<file path="src/rtl/console_out.sv">
// ---------------------------------------------------------------------------
// console_out
//   Memory-mapped output console for the single-cycle MIPS data bus.
//   CPU stores to DATA push bytes into a small circular FIFO that drains to
//   an external sink over a valid/ready handshake. A sticky interrupt is
//   raised when the FIFO drains empty while interrupts are enabled.
//
//   Register map (exact word addresses):
//     0xffff0010 DATA   : store enqueues data[7:0]; load returns 0
//     0xffff0014 STATUS : {20'b0, ie, ovf, full, empty, 3'b0, count[4:0]}
//     0xffff0018 CTRL   : store bit0 -> ie, bit1 clears ovf, bit2 clears
//                         pending; load returns {31'b0, ie}
//
// Ports:
//   clk              machine clock, all state on rising edge
//   reset            asynchronous active-high reset
//   address          CPU data address
//   data             CPU store data
//   MemRead          CPU load strobe
//   MemWrite         CPU store strobe
//   rd_data          read data to writeback mux, 0 when not selected
//   ConsoleAddress   address hits one of the three registers
//   ConsoleInterrupt interrupt request to cp0 (sticky pending flag)
//   tx_byte          head-of-FIFO byte
//   tx_valid         FIFO non-empty
//   tx_ready         sink accepts tx_byte this cycle
// ---------------------------------------------------------------------------
module console_out #(
    parameter int DEPTH = 8,
    parameter int CW    = 5
) (
    input  logic        clk,
    input  logic        reset,
    input  logic [31:0] address,
    input  logic [31:0] data,
    input  logic        MemRead,
    input  logic        MemWrite,
    output logic [31:0] rd_data,
    output logic        ConsoleAddress,
    output logic        ConsoleInterrupt,
    output logic [7:0]  tx_byte,
    output logic        tx_valid,
    input  logic        tx_ready
);

    localparam int PW = (DEPTH > 1) ? $clog2(DEPTH) : 1;

    localparam logic [31:0] ADDR_DATA   = 32'hffff_0010;
    localparam logic [31:0] ADDR_STATUS = 32'hffff_0014;
    localparam logic [31:0] ADDR_CTRL   = 32'hffff_0018;

    localparam logic [CW-1:0] FULL_CNT  = CW'(DEPTH);
    localparam logic [CW-1:0] ONE_CNT   = CW'(1);

    // FIFO storage and control state
    logic [7:0]    r_mem [DEPTH];
    logic [PW-1:0] r_head;
    logic [PW-1:0] r_tail;
    logic [CW-1:0] r_count;
    logic          r_ie;
    logic          r_ovf;
    logic          r_pending;

    // Decode and handshake
    logic          w_sel_data;
    logic          w_sel_status;
    logic          w_sel_ctrl;
    logic          w_empty;
    logic          w_full;
    logic          w_data_wr;
    logic          w_ctrl_wr;
    logic          w_enq;
    logic          w_deq;
    logic          w_set_pend;
    logic [4:0]    w_count5;
    logic          w_unused_data;

    assign w_sel_data     = (address == ADDR_DATA);
    assign w_sel_status   = (address == ADDR_STATUS);
    assign w_sel_ctrl     = (address == ADDR_CTRL);
    assign ConsoleAddress = w_sel_data | w_sel_status | w_sel_ctrl;

    assign w_empty   = (r_count == '0);
    assign w_full    = (r_count == FULL_CNT);
    assign w_data_wr = MemWrite & w_sel_data;
    assign w_ctrl_wr = MemWrite & w_sel_ctrl;

    // Both decisions use the pre-edge count, so a store against a full FIFO
    // is dropped even when the sink frees a slot in the same cycle.
    assign w_enq = w_data_wr & ~w_full;
    assign w_deq = ~w_empty & tx_ready;

    // Emptying dequeue: last byte leaves and nothing replaces it.
    assign w_set_pend = w_deq & ~w_enq & (r_count == ONE_CNT) & r_ie;

    assign tx_valid         = ~w_empty;
    assign tx_byte          = r_mem[r_head];
    assign ConsoleInterrupt = r_pending;

    assign w_count5      = 5'(r_count);
    assign w_unused_data = ^data[31:8];

    always_comb begin
        rd_data = 32'h0;
        if (MemRead) begin
            if (w_sel_status) begin
                rd_data = {20'b0, r_ie, r_ovf, w_full, w_empty, 3'b0, w_count5};
            end else if (w_sel_ctrl) begin
                rd_data = {31'b0, r_ie};
            end
        end
    end

    // Byte storage carries no reset; only valid entries are ever observed.
    always_ff @(posedge clk) begin
        if (w_enq) begin
            r_mem[r_tail] <= data[7:0];
        end
    end

    always_ff @(posedge clk or posedge reset) begin
        if (reset) begin
            r_head    <= '0;
            r_tail    <= '0;
            r_count   <= '0;
            r_ie      <= 1'b0;
            r_ovf     <= 1'b0;
            r_pending <= 1'b0;
        end else begin
            if (w_enq) begin
                r_tail <= r_tail + 1'b1;
            end
            if (w_deq) begin
                r_head <= r_head + 1'b1;
            end

            if (w_enq && !w_deq) begin
                r_count <= r_count + 1'b1;
            end else if (w_deq && !w_enq) begin
                r_count <= r_count - 1'b1;
            end

            if (w_ctrl_wr) begin
                r_ie <= data[0];
            end

            if (w_data_wr && w_full) begin
                r_ovf <= 1'b1;
            end else if (w_ctrl_wr && data[1]) begin
                r_ovf <= 1'b0;
            end

            // A coincident set beats the software acknowledge.
            if (w_set_pend) begin
                r_pending <= 1'b1;
            end else if (w_ctrl_wr && data[2]) begin
                r_pending <= 1'b0;
            end
        end
    end

endmodule

</file>
<file path="config.mk">
export PLATFORM = sky130hd
export DESIGN_NAME = console_out
export DESIGN_NICKNAME = d
export VERILOG_FILES = /design/src/rtl/console_out.sv
export SDC_FILE = /design/constraint.sdc
export NUM_CORES = 1
export LEC_CHECK = 0
export BUFFER_PORTS_ARGS = -buffer_cell sky130_fd_sc_hd__buf_2
export CAP_MARGIN = 20
export CORE_ASPECT_RATIO = 0.8
export CORE_MARGIN = 1.5
export CORE_UTILIZATION = 30
export DETAILED_ROUTE_END_ITERATION = 8
export PLACE_DENSITY_LB_ADDON = 0.08
export SYNTH_ARGS = -nofsm -noshare
export SYNTH_HDL_FRONTEND = slang
export SYNTH_SLANG_ARGS = --single-unit
</file>
<file path="constraint.sdc">
create_clock -name clk -period 5 [get_ports clk]
set_clock_uncertainty 0.15 [all_clocks]
set_input_delay 0.75 -clock clk [delete_from_list [all_inputs] [get_ports clk]]
set_output_delay 0.75 -clock clk [all_outputs]
set_load 0.01 [all_outputs]
</file>
* Word-level counts from Yosys, hierarchy flattened *
Memories as Yosys holds them, arrays and structs flattened.
Cells that the tools add are included.

word-level totals
  register bits after elaboration = 14
  RAM bits = 64
  input port bits = 69
  output and inout port bits = 43
  logic and storage cells = 50
  memories kept = 1

memory list
  name   words  bits a word  read ports  clocked after Yosys merged registers in  wr ports  line  source
  r_mem  8      8            1           0                                        1         56    logic [7:0] r_mem [DEPTH];

operators by class
  add/sub/neg operators = 4
  eq/ne operators = 5
  muxes and demuxes = 11
  bitwise operators = 12
  reductions and logical operators = 11

operator list
  cell                    count
  $eq A32 B32 Y1 const B  3
  $mux W12                2
  $mux W5                 2
  $and A1 B1 Y1           7
  $mux W1                 7
  $add A3 B1 Y3 const B   2
  $reduce_bool A2 Y1      3
  $add A5 B1 Y5 const B   1
  $eq A5 B1 Y1 const B    1
  $eq A5 B4 Y1 const B    1
  $logic_and A1 B1 Y1     5
  $logic_not A5 Y1        1
  $sub A5 B1 Y5 const B   1
  $not A1 Y1              3
  $logic_not A1 Y1        2
  $or A1 B1 Y1            2

* Depth between registers and ports, before layout *
Gate-level depths: netlist of run 1.

  depth in word-level cells = 8
  gate-level depth with buffers = 11
  gate-level depth less buffers = 10

* Least setup slack after synthesis of run 1 *
Ideal clock, no wire load.

  kind = in2out
  start point = input address[1]
  end point = output rd_data[8]
  arrival time = 2109 ps
  data required time = 4100 ps
  path slack = 1991 ps
  cell stages on the path = 6
  buffers on the path = 2
  path through = nand4b_1 or4_1 buf_2 or2_1 buf_2 nor3_2

on the way
  longest elaborated chain between the ends = 3

RTL lines
  item                line  source
  start: declaration  34    input logic [31:0] address,
  $eq A32 B32 Y1      79    assign w_sel_status = (address == ADDR_STATUS);
  $mux W12            106   if (w_sel_status) begin
  $mux W12            105   if (MemRead) begin
  end: declaration    38    output logic [31:0] rd_data,

No other way between the ends.

* Worst setup path after layout of run 1 *
  start point = register r_head[0]
  end point = output tx_byte[1]

on the way
  longest elaborated chain between the ends = 1

RTL lines
  item                      line  source
  start: declaration        57    logic [PW-1:0] r_head;
  start signal: assignment  134   r_head <= r_head + 1'b1;
  $mem_v2 Z8 W8             n/a
  end: declaration          41    output logic [7:0] tx_byte,

No other way between the ends.

==> flow_summary.json, run 1 <==
{
  "status": "finished, final reports clean",
  "antenna_cells_inserted": 0,
  "timing.max_slew.rel_slack_pct": 39.5,
  "clk_transition_reported_paths_ns": 0.06,
  "drc_errors": 0,
  "main_combinational_cell_family_by_area_after_synthesis": "multiplexers",
  "globalRouteOverflowTotal": 0,
  "final_core_utilization_pct": 36.9,
  "std_cell_rows": 35,
  "cts_tree": "done",
  "finalNetCount": 368,
  "min_delay_path_class": "input port to asynchronous set/reset pin",
  "global_route_total_usage_across_every_layer_pct": 11.9,
  "place_ws_ns": 1.60,
  "worst_skew_pair.late_latency_ns": 0.33,
  "cp.arrival_ns": 2.49,
  "final.setup.worst_slack_ns": 1.61,
  "most-common-layout-cells": "buf_2 (64), edfxtp_1 (64), conb_1 (23)",
  "synth.distinct_cells": 48,
  "number_of_detailed_route_iterations_in_the_first_pass": 4,
  "worstSetupPathType": "flip-flop to output port",
  "port_buffers": 64,
  "last_weighted_congestion_value_of_the_routability_driven_placer": 0.690,
  "yosys-mux-area-fraction_pct": 13.6,
  "final_cell_count_no_fill": 444,
  "post-dp-hpwl_mm": 4.80,
  "final.setup.tns_ns": 0,
  "critical_path.endpoint_type": "output port",
  "post_route_cells_drive_above_1_share_pct": 39.2,
  "timing.final.crit_share_pct": 67.8,
  "ys_seq_area_share_pct": 62.4,
  "antenna_found_initial": 0,
  "peakVddDrop_uv": 162,
  "cts-htree-levels": 3,
  "finalPower_mw": 1.37,
  "finalSetupViolations": 0,
  "initial_utilization_pct": 31.2,
  "p_leak_nw": 1.68,
  "pwr_density_cell_nw_per_um2": 317,
  "synth_enable_flop_cells": 64,
  "post_synth_xor_area_fraction_pct": 2.16,
  "synth_async_sr_flop_share_pct": 17.9,
  "critical_path_peak_fanout": 13,
  "grt_first_pass_wirelength_mm": 11.0,
  "detailedRoute.firstIterationViolations": 85,
  "die_x_um": 126,
  "synth-compound-area-share_pct": 1.41,
  "timing.final.crit_period_ns": 3.39,
  "vias_per_cell": 4.53,
  "hold_violations_final": 0,
  "route.final.wire_length_mm": 7.21,
  "ant_nets": 0,
  "die_y_um": 102,
  "adder_cell_fraction_of_synth_area_pct": 2.75,
  "final_max_slew_viol_count": 0,
  "crit_required_ns": 4.10,
  "cp-start-kind": "flip-flop",
  "numClockSinks": 78,
  "avgSynthCellArea_um2": 16.3,
  "yosysWarnings": 0,
  "ctsRootBufferMaster": "clkbuf_16",
  "grt_start_max_net_pins": 19,
  "avgRoutedWirePerCell_um": 16.2,
  "rsz_0062_raised_after_global_routing": "false",
  "post-synth-top-area-cell": "edfxtp_1",
  "top_level_ports": 112,
  "numCtsBuffers": 9,
  "dpl.cell_count": 428,
  "routed-via-count": 2011,
  "ys_ff_latch": 78,
  "synthTopCellsByArea": "edfxtp_1 (53%), mux4_2 (9.9%), dfrtp_1 (9.6%), buf_4 (4.7%), mux2_2 (3.4%)",
  "cts-resized-gates": 0,
  "holdBufCountCts": 0,
  "max_fclk_mhz": 295,
  "die_footprint_um2": 12800,
  "postcts_setup_bufs": 0,
  "synthesis.area_um2": 3640,
  "cts_max_path_buffers": 2,
  "r2r.worst_path.cells": 9,
  "num-fill-cells": 1092,
  "first_global_vias": 1974,
  "dominant_synthesized_flop_cell": "edfxtp_1",
  "flow.area_growth_from_synthesis_pct": 18.4,
  "share_of_the_synthesized_area_in_the_top_cell_type_pct": 52.7,
  "core_area_um2": 11700,
  "worstMarginPinSlew_ns": 0.908,
  "maximum_capacitance_violations": 0,
  "synthSimpleGateAreaFrac_pct": 11.2,
  "postSynthCellCount": 224
}
-- per-layer routing --
layer  up-vias  part of all wire (%)  wire length, µm  track usage [%]
li1        951                     -                -                -
met1       989                    50             3580             16.1
met2        63                    45             3260             18.7
met3         8                   3.8              273             3.22
met4         0                   1.3               96             4.24
met5         -                     0                0                0
-- flip-flops by register name, indices dropped and copies added, names as in the netlist --
register / flops
r_head: 3
ConsoleInterrupt: 1
r_mem: 64
r_count: 5
r_ie: 1
r_ovf: 1
r_tail: 3
-- power by group --
group / switching [mW] / internal (mW)
logic: 0.0245 / 0.0150
registers: 0.000241 / 0.703
clock network: 0.240 / 0.384
-- cell usage after synthesis (all sizes together), types with 3 or more instances --
cell and instances:
xnor2 3, ha 8, buf 29, inv 5
nand2 7, nor2 4, dfrtp 14, mux2 11
nand4 6, edfxtp 64, a21oi 4, mux4 16
xor2 6, and2 5, nor3 7, and4b 4
-- worst max-delay path, cell delays in order, from the launching register on --
cell and delay, ns:
dfrtp_1 0.90, buf_4 0.31, mux4_2 0.51, mux2_2 0.30
buf_2 0.14
-- final timing paths --
path | slack, ns | endpoint | from
worst min register to register | 0.36 | r_ovf | r_ovf
max in group asynchronous | 3.98 | r_head[2] | reset
worst max-delay path | 1.61 | tx_byte[1] | r_head[0]
worst max register to register | 1.96 | r_count[3] | r_count[1]
worst min-delay path | 0.33 | r_count[3] | reset
min in group clk | 0.36 | r_ovf | r_ovf
-- final cells by class --
| type | count | area [µm²] | area share [%] |
|---|---|---|---|
| clock inverter | 6 | 60.1 | 1.39 |
| clock buffer | 10 | 229 | 5.31 |
| inverter | 5 | 18.8 | 0.435 |
| timing repair buffer | 65 | 328 | 7.60 |
| tap | 148 | 185 | 4.29 |
| sequential | 78 | 2270 | 52.7 |
| multi-input combinational | 132 | 1220 | 28.3 |
-- per-stage QoR --
| step | hold WS [ns] | area, µm² |
|---|---|---|
| after detailed placement | 0.345 | 4020 |
| after floorplan | 0.312 | 3730 |
| final | 0.327 | 4310 |
| after global placement | 0.335 | 4020 |
| after global routing | 0.374 | 4310 |
| after CTS | 0.353 | 4310 |
-- cell families (layout without fill, tap and decap cells) --
logic type / Yosys count / count (layout)
flip-flops: 78 / 78
AND/OR/NAND/NOR: 55 / 55
buffers and inverters: 36 / 86
multiplexers: 28 / 28
AO/OA/AOI/OAI: 9 / 9
XOR/XNOR: 9 / 9
adder cells (fa/ha/maj): 8 / 8
other: 1 / 23
Note: power is estimated with default switching activity, not from simulation.
==> run 2: changes to the inputs <==
Clock period 5 ns to 3 ns, I/O delays scaled along.
==> run 2 against run 1 <==
Effect of this change:
- register-to-register slack worse by 1.8 ns
- non-clock buffer count is 18 higher
- sequential power increased by 66%
- sequential share of layout area is 2.4 points lower
- combinational power increased by 68%
- sequential cell count is the same
- die area did not move
- clock power rose by 68%
- power increased by 68%
- wire length rose by 5.0%
- critical path depth grew 5
- via count up 5.1%
- largest cell class unchanged
- largest power group unchanged
==> flow_summary.json, run 2 (synthesized netlist as in run 1, its figures left out) <==
{
  "status": "finished, final reports clean",
  "finalNetCount": 386,
  "core_area_um2": 11700,
  "cp.arrival_ns": 2.91,
  "hold_violations_final": 0,
  "worstReg2RegStart": "r_count[0]",
  "final_core_utilization_pct": 38.7,
  "die_y_um": 102,
  "num-fill-cells": 1089,
  "finalPower_mw": 2.29,
  "ctsRootBufferMaster": "clkbuf_16",
  "antenna_cells_inserted": 0,
  "timing.max_slew.rel_slack_pct": 59.0,
  "critical_path.endpoint_type": "flip-flop",
  "critical_path_peak_fanout": 8,
  "flow.area_growth_from_synthesis_pct": 24.1,
  "post-dp-hpwl_mm": 5.06,
  "first_global_vias": 2127,
  "die_footprint_um2": 12800,
  "cts-htree-levels": 3,
  "peakVddDrop_uv": 309,
  "route.final.wire_length_mm": 7.57,
  "detailedRoute.firstIterationViolations": 96,
  "maximum_capacitance_violations": 0,
  "numClockSinks": 78,
  "final_max_slew_viol_count": 0,
  "finalSetupViolations": 0,
  "avgRoutedWirePerCell_um": 16.4,
  "worstSetupPathType": "flip-flop to flip-flop",
  "numCtsBuffers": 9,
  "number_of_detailed_route_iterations_in_the_first_pass": 4,
  "post_dp_cell_area_um2": 4230,
  "clk_transition_reported_paths_ns": 0.06,
  "post_route_cells_drive_above_1_share_pct": 43.1,
  "port_buffers": 64,
  "finalInstanceArea_um2": 4520,
  "r2r.worst_path.cells": 9,
  "largest_register_ffs": 64,
  "p_leak_nw": 1.79,
  "crit_required_ns": 3.11,
  "worstMarginPinSlew_ns": 0.615,
  "timing.final.crit_period_ns": 2.80,
  "pwr_density_cell_nw_per_um2": 507,
  "initial_utilization_pct": 31.2,
  "r2r-end": "r_count[3]",
  "globalRouteOverflowTotal": 0,
  "antenna_found_initial": 0,
  "top_level_ports": 112,
  "largest_register": "r_mem",
  "grt_start_max_net_pins": 15,
  "cp-start-kind": "flip-flop",
  "cts_max_path_buffers": 2,
  "ant_nets": 0,
  "min_delay_path_class": "input port to asynchronous set/reset pin",
  "max_fclk_mhz": 357,
  "biggestRegsByFlops": "r_mem: 64 flops, r_count: 5 flops",
  "whs_ns": 0.0339,
  "cts-resized-gates": 0,
  "most-common-layout-cells": "buf_2 (64), edfxtp_1 (64), conb_1 (23)",
  "grt_first_pass_wirelength_mm": 11.8,
  "vias_per_cell": 4.58,
  "worst_skew_pair.late_latency_ns": 0.33,
  "holdBufCountCts": 0,
  "die_x_um": 126,
  "postcts_setup_bufs": 0,
  "last_weighted_congestion_value_of_the_routability_driven_placer": 0.695,
  "routed-via-count": 2113,
  "drc_errors": 0,
  "timing.final.crit_share_pct": 93.3,
  "std_cell_rows": 35,
  "final.setup.tns_ns": 0,
  "cts_tree": "done",
  "setup.reg_to_reg.worst_slack_ns": 0.20,
  "rsz_0062_raised_after_global_routing": "false",
  "global_route_total_usage_across_every_layer_pct": 12.8
}
## run 2: changes by cell type in the layout (fill, tap and decap cells not counted)
| cell | before | now |
|---|---|---|
| buf_12 | 0 | 6 |
| buf_4 | 1 | 13 |
| clkbuf_1 | 1 | 0 |
| clkinv_1 | 1 | 0 |
| clkinv_4 | 0 | 1 |
| clkinvlp_4 | 1 | 2 |
| inv_6 | 1 | 0 |
## run 2: layout make-up
type	instances	area, µm²	area share (%)
tap	148	185	4.09
inverter	5	18.8	0.415
clock inverter	6	63.8	1.41
timing repair buffer	83	538	11.9
sequential	78	2270	50.2
clock buffer	9	225	4.98
multi-input combinational	132	1220	27.0
## run 2: layer usage
| layer | GRT usage, % | part of all wire (%) | vias up |
|---|---|---|---|
| li1 | - | - | 994 |
| met1 | 17.2 | 49 | 1046 |
| met2 | 19.8 | 45 | 65 |
| met3 | 3.86 | 4.3 | 8 |
| met4 | 4.95 | 1.5 | 0 |
| met5 | 0 | 0 | - |
## run 2: stage by stage
stage | instances | setup WS [ns]
floorplan | 246 | 0.191
global placement | 446 | 0.209
detailed placement | 446 | 0.181
CTS | 461 | 0.195
global route | 461 | 0.0674
finish | 461 | 0.201
## run 2: worst max path at each step
stage                  endpoint  slack [ns]  startpoint
CTS                  r_count[3]        0.19  r_count[0]
global route         r_count[3]        0.07  r_count[0]
floorplan            r_count[3]        0.19  r_count[1]
global placement    r_mem[3][5]        0.21  address[1]
finish               r_count[3]        0.20  r_count[0]
detailed placement  r_mem[3][5]        0.18  address[1]
## run 2: report_power, final
group | leakage, nW | switching, mW | internal (mW)
clock | 0.137 | 0.416 | 0.637
sequential | 0.771 | 0.000121 | 1.17
combinational | 0.879 | 0.0412 | 0.0251
total | 1.79 | 0.457 | 1.83
## run 2: worst max-delay path: stages (launching register included)
cell	delay (ns)
dfrtp_1	0.39
inv_1	0.09
ha_1	0.19
or4bb_2	0.67
nand2_1	0.13
nor3_4	0.08
ha_1	0.28
or4_1	0.41
a21oi_1	0.18
xor2_1	0.15
